===== config.mk =====
export PLATFORM = sky130hd
export DESIGN_NAME = alu_serial
export DESIGN_NICKNAME = d
export VERILOG_FILES = /design/src/rtl/alu_pkg.sv /design/src/rtl/alu_top.sv /design/src/rtl/alu_serial.sv
export SDC_FILE = /design/constraint.sdc
export NUM_CORES = 1
export LEC_CHECK = 0
export BUFFER_PORTS_ARGS = -buffer_cell sky130_fd_sc_hd__buf_2
export CORE_AREA = 5 5 145 147
export DETAILED_ROUTE_END_ITERATION = 8
export DIE_AREA = 0 0 150 152
export PLACE_DENSITY = 0.5
export SLEW_MARGIN = 0
export SYNTH_ARGS = -nofsm -noshare
export SYNTH_HDL_FRONTEND = slang
export SYNTH_SLANG_ARGS = --single-unit

===== constraint.sdc =====
create_clock -name clk_i -period 1.7 [get_ports clk_i]
set_clock_uncertainty 0.1 [all_clocks]
set_input_delay 0.34 -clock clk_i [delete_from_list [all_inputs] [get_ports clk_i]]
set_output_delay 0.34 -clock clk_i [all_outputs]
set_load 0.02 [all_outputs]

===== src/rtl/alu_pkg.sv =====
// alu_pkg: control-word encodings, SLT op field and controller state for the serial ALU
package alu_pkg;
  localparam logic [3:0] ALU_AND  = 4'b0000;
  localparam logic [3:0] ALU_OR   = 4'b0001;
  localparam logic [3:0] ALU_ADD  = 4'b0010;
  localparam logic [3:0] ALU_SUB  = 4'b0110;
  localparam logic [3:0] ALU_NOR  = 4'b1100;
  localparam logic [3:0] ALU_SLT  = 4'b0111;
  localparam logic [3:0] ALU_NAND = 4'b1101;
  localparam logic [1:0] OP_SLT   = 2'b11;
  typedef enum logic [1:0] {S_IDLE, S_RUN, S_FIN} state_t;
endpackage


===== src/rtl/alu_top.sv =====
// alu_top: 1-bit ALU slice with operand inversion, carry in/out and a less input
module alu_top (
  input  logic       src1,
  input  logic       src2,
  input  logic       less,
  input  logic       A_invert,
  input  logic       B_invert,
  input  logic       cin,
  input  logic [1:0] operation,
  output logic       result,
  output logic       cout
);
  logic w_a, w_b;
  assign w_a = src1 ^ A_invert;
  assign w_b = src2 ^ B_invert;
  assign result = operation == 2'b00 ? w_a & w_b :
                  operation == 2'b01 ? w_a | w_b :
                  operation == 2'b10 ? w_a ^ w_b ^ cin : less;
  assign cout = (w_a & w_b) | (w_a & cin) | (w_b & cin);
endmodule


===== src/rtl/alu_serial.sv =====
// alu_serial: bit-serial ALU controller driving one alu_top slice LSB first over WIDTH cycles
module alu_serial
  import alu_pkg::*;
#(
  parameter int WIDTH = 32
) (
  input  logic             clk_i,
  input  logic             rst_i,
  input  logic             start_i,
  input  logic [WIDTH-1:0] src1_i,
  input  logic [WIDTH-1:0] src2_i,
  input  logic [3:0]       ALU_control_i,
  output logic             busy_o,
  output logic             done_o,
  output logic [WIDTH-1:0] result_o,
  output logic             zero_o,
  output logic             cout_o,
  output logic             overflow_o
);
  localparam int CW = $clog2(WIDTH);
  state_t           r_state, w_next;
  logic [CW-1:0]    r_cnt;
  logic [WIDTH-1:0] r_a, r_b;
  logic [WIDTH-2:0] r_sr;
  logic [3:0]       r_ctl;
  logic             r_carry;
  logic             w_res, w_cout, w_last, w_sum, w_ovf;
  logic [WIDTH-1:0] w_word, w_final;

  alu_top u_slice (
    .src1     (r_a[0]),
    .src2     (r_b[0]),
    .less     (1'b0),
    .A_invert (r_ctl[3]),
    .B_invert (r_ctl[2]),
    .cin      (r_carry),
    .operation(r_ctl[1:0]),
    .result   (w_res),
    .cout     (w_cout)
  );

  // Flags are resolved combinationally on the MSB cycle so they land with done_o
  assign w_last  = r_cnt == CW'(WIDTH - 1);
  assign w_word  = {w_res, r_sr};
  assign w_ovf   = r_carry ^ w_cout;
  assign w_sum   = r_a[0] ^ r_ctl[3] ^ r_b[0] ^ r_ctl[2] ^ r_carry;
  assign w_final = r_ctl[1:0] == OP_SLT ? {{(WIDTH-1){1'b0}}, w_sum ^ w_ovf} : w_word;

  always_ff @(posedge clk_i) begin
    if (rst_i) r_state <= S_IDLE;
    else       r_state <= w_next;
  end

  always_comb begin
    w_next = r_state == S_IDLE ? (start_i ? S_RUN : S_IDLE) :
             r_state == S_RUN  ? (w_last ? S_FIN : S_RUN) : S_IDLE;
  end

  always_comb begin
    busy_o = r_state == S_RUN;
    done_o = r_state == S_FIN;
  end

  always_ff @(posedge clk_i) begin
    if (rst_i) begin
      r_cnt      <= '0;
      r_a        <= '0;
      r_b        <= '0;
      r_sr       <= '0;
      r_ctl      <= '0;
      r_carry    <= 1'b0;
      result_o   <= '0;
      zero_o     <= 1'b0;
      cout_o     <= 1'b0;
      overflow_o <= 1'b0;
    end else if (r_state == S_IDLE && start_i) begin
      r_a     <= src1_i;
      r_b     <= src2_i;
      r_ctl   <= ALU_control_i;
      r_carry <= ALU_control_i[2];
      r_cnt   <= '0;
    end else if (r_state == S_RUN) begin
      r_a     <= r_a >> 1;
      r_b     <= r_b >> 1;
      r_sr    <= w_word[WIDTH-1:1];
      r_carry <= w_cout;
      r_cnt   <= r_cnt + 1'b1;
      if (w_last) begin
        result_o   <= w_final;
        zero_o     <= w_final == '0;
        cout_o     <= r_ctl[1] & w_cout;
        overflow_o <= r_ctl[1] & w_ovf;
      end
    end
  end
endmodule

After elaboration in Yosys (flattened, before gate mapping)
Cells that the tools add are included.
{ "word_totals": {"register_bits": 142, "latch_bits": 0, "ram_bits": 0, "romBits": 0, "input_bits": 71, "wordCells": 58, "memories": 0} }
{ "classes": {"addsub": 1, "n_mul": 0, "div": 0, "magnitude_cmp": 0, "eq_ne": 6, "shift": 0, "mux": 14, "bitwise": 18, "reduce_logical": 8} }
{ "op_table": {"columns": ["operator", "n"], "rows": [
  ["$mux 32", 5],
  ["$logic_not 32->1", 1],
  ["$xor 1x1->1", 9],
  ["$eq 2x2->1 const B", 3],
  ["$mux 1", 6],
  ["$mux 2", 3],
  ["$add 5x1->5 const B", 1],
  ["$and 1x1->1", 5],
  ["$eq 5x5->1 const B", 1],
  ["$eq 2x1->1 const B", 2],
  ["$logic_not 2->1", 2],
  ["$or 1x1->1", 3],
  ["$reduce_and 3->1", 1],
  ["$reduce_and 2->1", 1],
  ["$reduce_bool 2->1", 1],
  ["$reduce_or 2->1", 1],
  ["$logic_and 1x1->1", 1],
  ["$not 1->1", 1]
]} }

Longest topological paths before layout
{ "depth": {"depth_word": 8, "ltp_mapped": 8, "ltp_nobuf": 7} }

By module
Synthesis repeated with hierarchy kept, for this count alone.
{ "hier_totals": {"hier_cells": 652, "area_unflattened_um2": 5820.6} }
{ "modules_own_cells": {"columns": ["module", "n_inst", "cells_per_inst", "area_each_um2", "seq_area_each_um2"], "rows": [
  ["alu_serial", 1, 643, 5724.2, 2842.7],
  ["alu_top", 1, 9, 96.3, 0.0]
]} }

Worst setup path after synthesis
No wires, ideal clock.
{ "synth_timing": {"kind": "register -> register", "start": "reg r_ctl[3]", "end": "reg r_sr[30]", "arrival_ns": 1.537, "required_ns": 1.514, "setup_slack_ns": -0.023, "stages_incl_launch_ff": 8, "period_less_slack_ns": 1.723, "cell_sequence": "dfxtp_1 -> xnor2_2 -> inv_2 -> ha_1 -> xnor2_1 -> a211oi_1 -> a21oi_1 -> a211oi_1"} }
{ "synth_via": {"elab_chain_cells": 6, "elab_cells_between_ends": 8, "classes_between": "mux: 3; bitwise: 5"} }
{ "synth_lines": {"columns": ["element", "line", "text"], "rows": [
  ["from (decl)", "alu_serial.sv:25", "logic [3:0] r_ctl;"],
  ["from (signal assigned)", "alu_serial.sv:79", "r_ctl <= ALU_control_i;"],
  ["$xor 1x1->1 *", "alu_top.sv:14", "assign w_a = src1 ^ A_invert;"],
  ["$xor 1x1->1 (2 in a row)", "alu_top.sv:18", "operation == 2'b10 ? w_a ^ w_b ^ cin : less;"],
  ["$mux 1", "alu_top.sv:18", null],
  ["$mux 1", "alu_top.sv:17", "operation == 2'b01 ? w_a | w_b :"],
  ["$mux 1 *", "alu_top.sv:16", "assign result = operation == 2'b00 ? w_a & w_b :"],
  ["to (signal assigned)", "alu_serial.sv:85", "r_sr <= w_word[WIDTH-1:1];"],
  ["to (decl)", "alu_serial.sv:24", "logic [WIDTH-2:0] r_sr;"]
]} }
Mark *: on every way between the ends. The rest lies on a longest branch, timed or not.
A chain may end at the register's enable or synchronous reset.

Worst setup path in the final report
{ "layout_timing": {"start": "reg r_state[1]", "end": "reg r_b[8]"} }
{ "layout_via": {"elab_chain_cells": 3, "elab_cells_between_ends": 5, "classes_between": "eq/ne: 1; mux: 1; reduce/logical: 3"} }
{ "layout_lines": {"columns": ["element", "line", "text"], "rows": [
  ["from (decl)", "alu_serial.sv:21", "state_t r_state, w_next;"],
  ["from (signal assigned)", "alu_serial.sv:51", "else r_state <= w_next;"],
  ["$logic_not 2->1", "alu_serial.sv:76", "end else if (r_state == S_IDLE && start_i) begin"],
  ["$logic_and 1x1->1", "alu_serial.sv:76", null],
  ["$mux 32 or $reduce_bool 2->1 (tied branches)", null, null],
  ["to (signal assigned)", "alu_serial.sv:78", "r_b <= src2_i;"],
  ["to (signal assigned)", "alu_serial.sv:84", "r_b <= r_b >> 1;"],
  ["to (decl)", "alu_serial.sv:23", "logic [WIDTH-1:0] r_a, r_b;"]
]} }
Several ways; a longest one is shown, not always the timed one.

==> reports/summary.txt <==
Total Routing Usage GR - 13.5%
I/O Buffers - 107
Rows - 52
Initial DRC Count - 260
Drt drc - 0
Post-synth EDFFs - 0
Hold buffers post-CTS - 0
Slew HR - 77.6%
Die width - 150 um
Largest area contributor in the netlist - dfxtp_1
P&R area growth vs syn - 31.2%
Post-DP HPWL - 10.0 mm
First-pass GRT wire length - 25.3 mm
Worst hold slack - 73.6 ps
Prevailing post-synth register cell - dfxtp_1
Syn Std Cell Area - 0.00579 sq mm
Num Clock Sinks - 142
CTS tree - done
CTS Buffer Depth - 2
Chip height - 152 um
Critical setup path kind - register to register
Crit-path cells - buf_6, nor3b_4, buf_4, clkbuf_16, nand2_1, a311oi_1
Multi-input combinational cell area - 0.00271 sq mm
Final instance area - 0.00759 sq mm
Cell variety after synth - 41
Largest net degree at the start of global routing - 63
Core area - 0.0198 sq mm
Top cell type's share of synthesized area - 49.1%
Syn avg cell area - 7.95 sq um
H-tree depth - 4
CP max stage cell - dfxtp_2
Max incr delay on CP - 320 ps
Clk Tree Root Cell - clkbuf_16
Die area - 0.0228 sq mm
Required @ worst endpoint - 1920 ps
Avg WL per Cell - 14.2 um
Via count - 5256
Synth warn - 0
Clock Latency Late Sink - 410 ps
Mapped Nets - 802
RR Startpoint - r_state[1]$_SDFF_PP0_
Measured slew at the worst slew-check pin - 336 ps
Gpl congestion - 0.718
Gate Count Post-Synth - 728
# setup viols final - 0
Count of pins over their slew limit - 0
Hold Path Class - input pin to register
FMAX - 613 MHz
Placed cell area - 0.00669 sq mm
Period Utilization, post-route - 96.0%
Vias in the first global route - 5059
Status - complete, no violations
PwrDens - 1150 mW/mm^2
Worst setup EP type - register
First-pass iteration count of the detailed router - 4
Endpoints failing hold - 0
Reg clk slew, reported paths - 60 ps
Share of cells above drive strength 1 - 24.9%
Leak - 2.98 nW
WP data arrival - 1850 ps
RSZ-0062 raised after global routing - true
Overflow after GRT - 0
Asr flop ratio synth - 0%
Min-Delay Startpoint - ALU_control_i[3]
Initial antenna violation count - 2
Maxcap violations - 0
DRT Wirelength - 15.8 mm
# IOs - 108
Final-layout fill cell count - 2117
Vias/cell - 4.72
Nets - 905
Diodes inserted - 0
TritonCTS buffer count - 17
Max VDD drop - 0.683 mV
Starting Density - 29.3%
Antenna Nets Post-Route - 0
Sequential element share of the synthesized area - 49.1%
Crit-path max FO - 24
Crit path from - r_state[1]$_SDFF_PP0_
Top cells by area, synth - dfxtp_1, nand2_1, a311oi_1, a21oi_1, nor2_1
Seq. cell area - 0.00285 sq mm
Yosys reg bits - 142
Min cycle time layout - 1630 ps
CP startpoint kind - register
==> through the flow <==
step           TNS [ps]  std cells  total power [mW]  utilization [%]  worst slack, ps
2_1_floorplan         0        728              4.18                -             6.72
3_3_place_gp      -52.0       1075              4.45             33.8            -28.3
3_5_place_dp       -197       1075              4.46             33.8            -56.5
4_1_cts               0       1108              8.75             37.5             2.30
5_1_grt            -350       1114              9.06             38.4            -39.0
6_report              0       1114              8.69             38.4             68.5
==> cells by family (layout without fill, tap and decap cells) <==
| group | count (synthesis) | count (layout) | synth area share [%] |
|---|---|---|---|
| flip-flops | 142 | 142 | 49.1 |
| AND/OR/NAND/NOR | 363 | 363 | 25.5 |
| multiplexers | 2 | 2 | 0.346 |
| adder cells (fa/ha/maj) | 3 | 3 | 0.649 |
| AO/OA/AOI/OAI | 146 | 146 | 17.3 |
| buffers and inverters | 65 | 181 | 5.75 |
| XOR/XNOR | 7 | 7 | 1.32 |
==> critical path: cells and delay by family, from the launching register on <==
| kind | cells | cell delay, ps |
|---|---|---|
| AOI/OAI and AO/OA | 1 | 250 |
| buffers and inverters | 3 | 510 |
| DFF | 1 | 320 |
| and+or+nand+nor | 2 | 360 |
==> worst paths after layout <==
| path | to | slack [ps] | depth (start not counted) |
|---|---|---|---|
| max | r_b[8]$_SDFFE_PP0P_ | 70 | 6 |
| min | r_ctl[3]$_SDFFE_PP0P_ | 70 | 3 |
| max reg2reg | r_b[8]$_SDFFE_PP0P_ | 70 | 6 |
| min reg2reg | result_o[16]$_SDFFE_PP0P_ | 340 | 2 |
==> per-layer routing <==
metal  GRT usage, %  vias to the layer above  wire length, um
li1               -                     2708                -
met1           18.3                     2423             7570
met2           20.6                      105             7240
met3           4.17                       16              774
met4           4.44                        4              172
met5              0                        -               27
==> state kept, by name (all words and copies together) (netlist names) <==
name,flops
result_o,32
r_ctl,4
r_sr,31
r_b,32
overflow_o,1
r_a,32
r_state,2
r_carry,1
r_cnt,5
zero_o,1
cout_o,1
==> synthesized netlist by cell type, types with 2 or more instances <==
| cell | instances |
|---|---|
| a211oi_1 | 2 |
| buf_2 | 23 |
| buf_6 | 3 |
| a311oi_1 | 62 |
| xnor2_1 | 3 |
| a22oi_1 | 3 |
| mux2i_1 | 2 |
| nor2_1 | 77 |
| inv_2 | 2 |
| nor3_1 | 6 |
| xor2_1 | 2 |
| o31ai_1 | 2 |
| buf_1 | 3 |
| nor4_1 | 7 |
| inv_1 | 2 |
| nand4_1 | 3 |
| nand3_1 | 30 |
| nand2_1 | 229 |
| nor3b_1 | 2 |
| xnor2_2 | 2 |
| buf_4 | 10 |
| ha_1 | 3 |
| o21ai_0 | 3 |
| a21oi_1 | 68 |
| dfxtp_1 | 142 |
| clkbuf_1 | 22 |
==> power breakdown <==
group	total (mW)	internal [mW]	switching (mW)	leakage, nW
combinational	0.883	0.381	0.502	1.48
clock	4.23	2.80	1.43	0.332
sequential	3.58	3.49	0.0927	1.16
==> repair_timing <==
item                                    in CTS  in global routing
pin swaps                                    3                  9
resized for setup                           12                 28
endpoints found under the setup margin      18                 40
cloned                                       0                  2
buffers inserted                             1                  4
==> placed cells by master, fill, tap and decap left out, types with 6 or more instances in the layout <==
cell,n
nor4_1,7
clkbuf_16,19
dfxtp_1,135
nor2_1,77
buf_4,24
buf_12,8
a21oi_1,65
nand2_1,227
nor3_1,6
a311oi_1,61
nand3_1,30
buf_2,104
dfxtp_2,6
==> layout make-up <==
cell class / instances / area share, %
well taps: 270 / 4.45
clock inverters: 10 / 2.39
clock buffers: 22 / 6.51
repair buffers: 145 / 13.1
multi-input cells: 521 / 35.7
flip-flops and latches: 142 / 37.6
inverters: 4 / 0.231
Power figures use the tool's default switching activity.
